<file path="config.mk">
export PLATFORM = sky130hd
export DESIGN_NAME = uart_tx_fifo
export DESIGN_NICKNAME = d
export VERILOG_FILES = /design/src/rtl/uart_tx_fifo.sv
export SDC_FILE = /design/constraint.sdc
export NUM_CORES = 1
export LEC_CHECK = 0
export ABC_AREA = 0
export CAP_MARGIN = 10
export CORE_ASPECT_RATIO = 0.9
export CORE_MARGIN = 5
export CORE_UTILIZATION = 54
export DETAILED_ROUTE_END_ITERATION = 8
export GPL_ROUTABILITY_DRIVEN = 0
export GPL_TIMING_DRIVEN = 1
export PLACE_DENSITY = 0.76
export SYNTH_ARGS = -nofsm -noshare
export SYNTH_HDL_FRONTEND = slang
export SYNTH_SLANG_ARGS = --single-unit
</file>
<file path="constraint.sdc">
create_clock -name clk -period 2.9 [get_ports clk]
set_clock_uncertainty 0.15 [all_clocks]
set_input_delay 0.87 -clock clk [delete_from_list [all_inputs] [get_ports clk]]
set_output_delay 0.87 -clock clk [all_outputs]
set_load 0.005 [all_outputs]
</file>
<file path="src/rtl/uart_tx_fifo.sv">
// uart_tx_fifo: byte FIFO in front of a UART transmitter. Bytes are queued as
// they arrive and handed to the UART one at a time with a single-cycle
// transmit pulse, only while the UART reports idle.
module uart_tx_fifo #(
  parameter int DEPTH      = 16,
  parameter int START_WAIT = 4
) (
  input  logic                   clk,
  input  logic                   rst_n,
  input  logic                   in_valid,
  input  logic [7:0]             in_data,
  input  logic                   is_transmitting,
  input  logic                   clr_overflow,
  output logic                   transmit,
  output logic [7:0]             tx_byte,
  output logic [$clog2(DEPTH):0] count,
  output logic                   empty,
  output logic                   full,
  output logic                   overflow
);
  localparam int AW = $clog2(DEPTH);
  localparam int CW = AW + 1;
  localparam int TW = (START_WAIT > 1) ? $clog2(START_WAIT) : 1;

  typedef enum logic [1:0] {IDLE, LAUNCH, WAIT_START, WAIT_DONE} state_e;

  state_e          state_q;
  logic [AW-1:0]   rd_ptr_q, wr_ptr_q;
  logic [CW-1:0]   count_q, count_d;
  logic            overflow_q, overflow_d;
  logic            transmit_q;
  logic [7:0]      tx_byte_q;
  logic [TW-1:0]   timer_q;
  logic [7:0]      mem_q [DEPTH];

  logic            pop, push, drop, timeout;

  // Pop only on IDLE->LAUNCH; a pop frees a slot so a push into a full FIFO
  // in the same cycle is still accepted. The start timer gives up once the
  // next count would reach START_WAIT-1, so a deaf UART cannot stall us.
  always_comb begin
    pop        = (state_q == IDLE) && (count_q != '0) && !is_transmitting;
    push       = in_valid && (!full || pop);
    drop       = in_valid && full && !pop;
    timeout    = (int'(timer_q) + 1) >= (START_WAIT - 1);
    count_d    = count_q;
    if (push && !pop)      count_d = count_q + 1'b1;
    else if (pop && !push) count_d = count_q - 1'b1;
    overflow_d = overflow_q;
    if (clr_overflow) overflow_d = 1'b0;
    if (drop)         overflow_d = 1'b1;
  end

  // Storage array; contents are meaningless after reset so it is not reset.
  always_ff @(posedge clk) begin
    if (push) mem_q[wr_ptr_q] <= in_data;
  end

  // Write pointer, occupancy and sticky overflow.
  always_ff @(posedge clk or negedge rst_n) begin
    if (!rst_n) begin
      wr_ptr_q   <= '0;
      count_q    <= '0;
      overflow_q <= 1'b0;
    end else begin
      if (push) wr_ptr_q <= wr_ptr_q + 1'b1;
      count_q    <= count_d;
      overflow_q <= overflow_d;
    end
  end

  // Transmit sequencer: owns read pointer, launch pulse and held byte.
  always_ff @(posedge clk or negedge rst_n) begin
    if (!rst_n) begin
      state_q    <= IDLE;
      rd_ptr_q   <= '0;
      timer_q    <= '0;
      transmit_q <= 1'b0;
      tx_byte_q  <= 8'h00;
    end else begin
      transmit_q <= 1'b0;
      case (state_q)
        IDLE: begin
          if (pop) begin
            tx_byte_q  <= mem_q[rd_ptr_q];
            rd_ptr_q   <= rd_ptr_q + 1'b1;
            transmit_q <= 1'b1;
            state_q    <= LAUNCH;
          end
        end
        LAUNCH: begin
          timer_q <= '0;
          state_q <= WAIT_START;
        end
        WAIT_START: begin
          if (is_transmitting || timeout) state_q <= WAIT_DONE;
          else                            timer_q <= timer_q + 1'b1;
        end
        WAIT_DONE: begin
          if (!is_transmitting) state_q <= IDLE;
        end
        default: state_q <= IDLE;
      endcase
    end
  end

  assign transmit = transmit_q;
  assign tx_byte  = tx_byte_q;
  assign count    = count_q;
  assign empty    = (count_q == '0);
  assign full     = (count_q == CW'(DEPTH));
  assign overflow = overflow_q;

endmodule

</file>
==> results of run 1 <==
layout make-up:
cell class	count	area share
Timing Repair Buffer	67	0.0920
Multi-Input combinational cell	159	0.225
Sequential cell	155	0.575
Clock inverter	15	0.0223
Inverter	14	0.00668
Clock buffer	17	0.0541
Tap cell	156	0.0248
cell families after synthesis:
kind of cell               Yosys count
AOI/OAI and AO/OA                   39
and+or+nand+nor                     50
muxes                               44
DFF                                155
xor gates and xnor gates            10
buffers and inverters               29
adders and majority gates           16
repair_timing:
action,CTS,global route
pin swaps,1,0
endpoints found under the setup margin,2,1
gates resized for setup,5,2
setup buffers,3,0
metrics by stage:
stage / area (sq um) / TNS [ps] / hold slack, ps / power, uW / instances
5_1_grt: 7860 / 0 / 376 / 8100 / 583
6_report: 7860 / 0 / 347 / 7710 / 583
2_1_floorplan: 6440 / 0 / 337 / 4640 / 343
3_3_place_gp: 7230 / -2390 / 333 / 5440 / 548
4_1_cts: 7860 / 0 / 348 / 7760 / 583
3_5_place_dp: 7230 / -3280 / 332 / 5510 / 548
critical path, delay by kind of cell (launching register included):
kind	cells	cell delay [ps]
AND/OR/NAND/NOR	2	660
flip-flops	1	450
buffers and inverters	1	260
power breakdown:
| part | internal [uW] | switching (uW) | leakage (uW) | total (uW) |
|---|---|---|---|---|
| Combinational | 1330 | 1060 | 0.00109 | 2390 |
| Sequential | 2780 | 340 | 0.00149 | 3120 |
| Clock | 1230 | 973 | 0.000294 | 2200 |
| Total | 5330 | 2370 | 0.00286 | 7710 |
metal layers:
| metal | part of all wire | GRT usage | up-vias | wire length (um) |
|---|---|---|---|---|
| met5 | 0 | 0 | - | 0 |
| met4 | 0.018 | 0.0782 | 0 | 228 |
| met3 | 0.063 | 0.0529 | 15 | 794 |
| met2 | 0.51 | 0.321 | 124 | 6410 |
| met1 | 0.41 | 0.240 | 1724 | 5090 |
| li1 | - | - | 1494 | - |
worst min-delay path by stage:
stage               slack, ps          to       start  cells past startpoint
detailed placement        330    overflow    overflow                      1
CTS                       350    overflow    overflow                      1
global placement          330    overflow    overflow                      1
finish                    350    overflow    overflow                      1
global route              380    overflow    overflow                      1
floorplan                 340  timer_q[0]  timer_q[0]                      1
layout by cell type (no fill, tap or decap), types with 4 or more instances in the layout:
master,Yosys,final
sky130_fd_sc_hd__clkdlybuf4s50_1,0,27
sky130_fd_sc_hd__and2_1,12,12
sky130_fd_sc_hd__ha_1,15,14
sky130_fd_sc_hd__nor2_1,9,9
sky130_fd_sc_hd__a211o_1,8,8
sky130_fd_sc_hd__a21oi_1,13,12
sky130_fd_sc_hd__xnor2_1,9,9
sky130_fd_sc_hd__dfrtp_2,0,4
sky130_fd_sc_hd__mux2i_1,10,10
sky130_fd_sc_hd__inv_1,13,12
sky130_fd_sc_hd__a22o_1,8,8
sky130_fd_sc_hd__buf_4,1,26
sky130_fd_sc_hd__mux4_2,24,24
sky130_fd_sc_hd__edfxtp_1,128,128
sky130_fd_sc_hd__buf_12,1,12
sky130_fd_sc_hd__dfrtp_1,27,23
sky130_fd_sc_hd__nor2b_1,8,8
sky130_fd_sc_hd__inv_8,0,5
sky130_fd_sc_hd__o21ai_0,5,5
sky130_fd_sc_hd__nand2_1,8,8
sky130_fd_sc_hd__clkbuf_16,0,17
sky130_fd_sc_hd__mux4_1,8,8
sequential cells by signal, summed over array words and instances, names as in the netlist:
signal and count:
transmit 1, timer_q 2, count 5, state_q 2
tx_byte 8, mem_q 128, overflow 1, rd_ptr_q 4
wr_ptr_q 4
==> parameters.txt, run 1 <==
Parameter                              Value

STA
  Max Clock Freq ... 356 MHz
  Share of the cycle needed by the critical path after routing ... 0.969
  Setup repair after global routing missed its margin ... false
  Final Hold Vio Count ... 0
  Setup ws final ... 88.6 ps
  Count of pins over their slew limit ... 0
  Pin slew with the least headroom to its limit ... 912 ps
  Worst slew slack as a fraction of its limit ... 0.392
  Setup Viol. Count Final ... 0
  Final critical path time including I/O delays and setup ... roughly 2800 ps

Worst setup path
  Launch point of the critical path ... count[3]
  Cell type of the slowest stage on the worst timing path ... sky130_fd_sc_hd__or4_1
  Arrival time of the worst setup path ... 1790 ps
  Crit-path cells ... or4_1 -> nor2_1 -> dlygate4sd2_1
  CP endpoint ... full
  Cell depth of the worst flop-to-flop path ... 11
  Data required time at the worst endpoint ... 1880 ps
  Slowest Stage Delay on Critical Path ... around 500 ps
  Crit path capture type ... output port
  Worst flop-to-flop path endpoint ... count[4]
  Crit path launch type ... flip-flop
  Reg2Reg Launch Point ... count[1]
  Critical path class ... reg -> out
  Slack of the worst reg-to-reg path ... 190 ps
  Critical path fanouts, max ... 5

Synthesis
  Gate count after technology mapping ... 343
  Mean cell area of the mapped netlist ... around 19 sq um
  Post-synth top cells ... 128 x sky130_fd_sc_hd__edfxtp_1, 27 x sky130_fd_sc_hd__dfrtp_1, 24 x sky130_fd_sc_hd__mux4_2
  Synth top area share ... 0.601
  Combined area of all synthesized cells ... about 0.0064 sq mm
  Simple-Gate Fraction of Synth Area ... 0.0444
  Dominant combinational cell family by area after synthesis ... multiplexers
  Most used DFF post-synth ... sky130_fd_sc_hd__edfxtp_1
  Yosys cell types ... 42
  Leading area contributor after synthesis ... sky130_fd_sc_hd__edfxtp_1
  XOR/XNOR share of the synthesized area ... 0.0137
  Complex-gate fraction of the synthesized area ... 0.0426
  Proportion of synthesized flip-flops having asynchronous set or reset ... 0.174
  Cells taking the most area after synthesis ... sky130_fd_sc_hd__edfxtp_1 60%, sky130_fd_sc_hd__dfrtp_1 11%, sky130_fd_sc_hd__mux4_2 8.4%
  Total of flip-flops plus latches after synthesis ... ~160
  Cell with the most instances after synthesis ... sky130_fd_sc_hd__edfxtp_1
  Post-synthesis adder-cell area fraction ... 0.0325
  Number of synthesized flops with an enable pin ... 128
  Part of the Yosys area used for sequential elements ... 0.706
  Mux cell area share after synthesis ... 0.136
  Synthesis Warnings ... 0
  Synthesized Nets ... 372

Pwr
  Leakage power of the design ... 0.00286 uW
  Power density relative to cell area ... just under 1000 mW/mm^2
  Peak supply drop ... 0.502 mV

Drt
  Remaining DRCs ... 0
  DRC violation total after the first TritonRoute iteration ... approximately 420
  Total number of vias ... 3,357
  Antenna-violating nets left ... 0
  Wire length after detailed routing ... ~13,000 um
  Routed vias/inst ... 5.76
  Routed wire length per instance ... 21.5 um
  Detailed-routing iteration count for the pre-antenna-repair pass ... 5

Die
  Number of top-level pins ... 30
  Number of placement rows ... 37
  Overall die area ... 0.0141 sq mm
  Die extent in y ... 113 um
  Chip Width ... 125 um
  Effective utilization at floorplan ... 0.555
  Area inside the core boundary ... between 0.01 and 0.015 sq mm

Clock tree
  Number of buffers created by CTS ... 17
  Clock Latency Late Sink ... 430 ps
  CTS sink count ... between 150 and 200
  Clk Tree Root Cell ... sky130_fd_sc_hd__clkbuf_16
  Maximum buffer depth of the clock tree ... 2
  CTS tree ... yes
  Hold buffer count at CTS ... 0
  Worst-path clk slew ... 70 ps
  H-tree depth reported by CTS ... 4

Finish
  Total Nets Final ... ~440
  FILL cells ... 709
  Finished Core Util ... 0.682
  Storage cell area ... 0.00452 sq mm
  Fraction of layout cells with a size suffix above 1 ... 0.251
  Area overhead of the layout relative to synthesis ... 22.9%
  Area of combinational cells with multiple inputs ... ~0.0018 sq mm
  ANT cells ... 0

Run
  Max cap viols ... 0

GRT
  Number of global-route vias before repair ... 3,496
  Overall fraction of global-route tracks in use ... 0.192
  Gr ovfl total ... 0
  Global-route wire length before repair ... between 20,000 and 25,000 um
  Maximum number of pins on one net before global-route repair ... 28
  Antenna violations before repair ... 0

Outcome
  Outcome ... finished clean

Hold path
  Hold/Removal Path Class ... reg -> reg

Placed design
  PortBufs ... 29
  Post-place setup slack ... -373 ps
  HPWL after detailed placement ... 7920 um
No activity file was read; power rests on OpenSTA's default activity.
==> inputs of run 2 (changes only) <==
Settings changed: SLEW_MARGIN set to 20.
==> results of run 2 <==
Same layout as run 1: the final DEF is identical, and so are final timing and power.
==> inputs of run 3 (changes only) <==
Settings changed: CORE_MARGIN 5 to 2, CORE_UTILIZATION 54 to 64, PLACE_DENSITY 0.76 to 0.85.
Clock period 2.9 ns to 3.6 ns, I/O delays scaled along.
==> parameters.txt, run 3 (synthesis results as in run 1) <==
Parameter                              Value

GRT
  Maximum number of pins on one net before global-route repair ... 28 (unchanged)
  Overall fraction of global-route tracks in use ... 0.262 (+0.0696)
  Global-route wire length before repair ... 19,700 um (-1.4%)
  Gr ovfl total ... 0 (unchanged)
  Antenna violations before repair ... 0 (unchanged)
  Number of global-route vias before repair ... 3,479 (-0.49%)

STA
  Final critical path time including I/O delays and setup ... 3480 ps
  Setup repair after global routing missed its margin ... false
  Share of the cycle needed by the critical path after routing ... 0.966
  Final Hold Vio Count ... 0 (unchanged)
  Setup Viol. Count Final ... 0 (unchanged)
  Setup TNS ... 0 ps (unchanged)
  Max Clock Freq ... 288 MHz
  Pin slew with the least headroom to its limit ... 941 ps (+29.4 ps)
  Worst slew slack as a fraction of its limit ... 0.372 (-0.0196)
  Count of pins over their slew limit ... 0 (unchanged)

Drt
  Total number of vias ... 3,342 (-0.45%)
  Remaining DRCs ... 0 (unchanged)
  Routed vias/inst ... 6.34 (+10%)
  Routed wire length per instance ... 23.9 um (+11%)
  Antenna-violating nets left ... 0 (unchanged)
  Wire length after detailed routing ... 12,600 um (+0.76%)
  Detailed-routing iteration count for the pre-antenna-repair pass ... 4 (-1)
  DRC violation total after the first TritonRoute iteration ... 313 (-25%)

Clock tree
  Number of buffers created by CTS ... 17 (unchanged)
  CTS sink count ... 155 (unchanged)
  Clock Latency Late Sink ... 530 ps (+100 ps)
  CTS tree ... yes
  CTS-repair resized insts ... 0 (-5)
  H-tree depth reported by CTS ... 4 (unchanged)
  Hold buffer count at CTS ... 0 (unchanged)
  Worst-path clk slew ... 70 ps (about the same)
  Clk Tree Root Cell ... sky130_fd_sc_hd__clkbuf_8
  Number of buffers inserted to repair setup after CTS ... 0 (-3)
  Maximum buffer depth of the clock tree ... 2 (unchanged)

Placed design
  HPWL after detailed placement ... 7500 um (-5.3%)
  PortBufs ... 29 (unchanged)
  Post-DP Area ... 0.00685 sq mm (-5.3%)
  Placed cell count ... 495 (-9.7%)

Worst setup path
  Reg2Reg Launch Point ... count[1]
  Critical path fanouts, max ... 6 (+1)
  Slack of the worst reg-to-reg path ... 830 ps (+640 ps)
  Crit path capture type ... output port
  Crit path launch type ... flip-flop
  Data required time at the worst endpoint ... 2370 ps (+490 ps)
  Arrival time of the worst setup path ... 2250 ps (+460 ps)
  Critical path class ... reg -> out
  Launch point of the critical path ... count[0]

Pwr
  Leakage power of the design ... 0.00265 uW (-7.4%)
  Peak supply drop ... 0.495 mV (-1.4%)
  Power density relative to cell area ... 800 mW/mm^2 (-18%)
  Total design power ... 5920 uW (-23%)

Finish
  Register with the most flip-flops ... mem_q
  Final std cells w/o fill ... 527 (-9.6%)
  Most common cell after layout, fill and taps aside ... sky130_fd_sc_hd__edfxtp_1
  Flip-flop count of the largest register after layout ... 128 (unchanged)
  ANT cells ... 0 (unchanged)
  Area of combinational cells with multiple inputs ... 0.00173 sq mm (-2.3%)
  FILL cells ... 512 (-28%)
  Storage cell area ... 0.00452 sq mm (about the same)
  Total Nets Final ... 417 (-5.9%)
  Non-Filler Cell Area, Final ... 0.00740 sq mm (-5.9%)
  Fraction of layout cells with a size suffix above 1 ... 0.177 (-0.0735)
  Commonest cells after routing, fill and taps aside ... 128 x sky130_fd_sc_hd__edfxtp_1, 29 x sky130_fd_sc_hd__clkdlybuf4s50_1, 26 x sky130_fd_sc_hd__dfrtp_1, 24 x sky130_fd_sc_hd__mux4_2, 16 x sky130_fd_sc_hd__clkbuf_16
  Area overhead of the layout relative to synthesis ... 15.7%

Hold path
  Hold/Removal Path Class ... reg -> reg
  Worst Min Path Start ... overflow

Die
  Number of top-level pins ... 30 (unchanged)
  Number of placement rows ... 34 (-8.1%)
  Area inside the core boundary ... 0.00970 sq mm (-16%)
  Effective utilization at floorplan ... 0.660 (+0.105)
  Chip Width ... 109 um (-12%)
  Overall die area ... 0.0108 sq mm (-23%)
  Die extent in y ... 98.9 um (-13%)

Run
  Max cap viols ... 0 (unchanged)

Outcome
  Outcome ... finished clean
==> run 3: cell types whose count changed in the layout (fill, tap and decap cells not counted), moves of 3 or more <==
cell	previous run	this run
sky130_fd_sc_hd__inv_8	5	2
sky130_fd_sc_hd__buf_4	26	11
sky130_fd_sc_hd__dfrtp_2	4	1
sky130_fd_sc_hd__dfrtp_1	23	26
sky130_fd_sc_hd__clkinvlp_4	1	4
sky130_fd_sc_hd__buf_12	12	1
==> run 3: final timing paths <==
path                       cells after the start     endpoint
setup reg to reg                              10     count[4]
setup / recovery                               3         full
hold reg to reg                                1     overflow
hold / removal                                 1     overflow
min in group asynchronous                      2     count[0]
max in group asynchronous                      2  rd_ptr_q[0]
==> run 3: per-stage QoR <==
stage | utilization | hold WS (ps) | worst slack [ps]
2_1_floorplan | - | 337 | 263
3_3_place_gp | 0.706 | 328 | 84.4
3_5_place_dp | 0.706 | 335 | 29.1
4_1_cts | 0.763 | 349 | 96.5
5_1_grt | 0.763 | 376 | 39.0
6_report | 0.763 | 344 | 122
==> run 3: area by class of cell <==
type,instances,share of cell area
flip-flops and latches,155,0.611
multi-input cells,159,0.233
clock buffers,18,0.0565
repair buffers,41,0.0531
well taps,126,0.0213
clock inverters,14,0.0183
inverters,14,0.00710
==> run 3: power by group <==
part	internal, uW	switching (uW)
clock	931	727
combinational	925	779
sequential	2240	321
==> run 3: metal layers <==
layer  GRT usage  part of all wire  vias to the layer above
met5           0                 0                        -
met4       0.135             0.038                        0
li1            -                 -                     1445
met3      0.0714             0.083                       40
met1       0.336              0.37                     1690
met2       0.413              0.51                      167
==> run 3: critical path, stage by stage (launching register included) <==
cell	delay [ps]
sky130_fd_sc_hd__dfrtp_1	460
sky130_fd_sc_hd__or4_1	570
sky130_fd_sc_hd__nor2_1	150
sky130_fd_sc_hd__clkdlybuf4s50_1	530
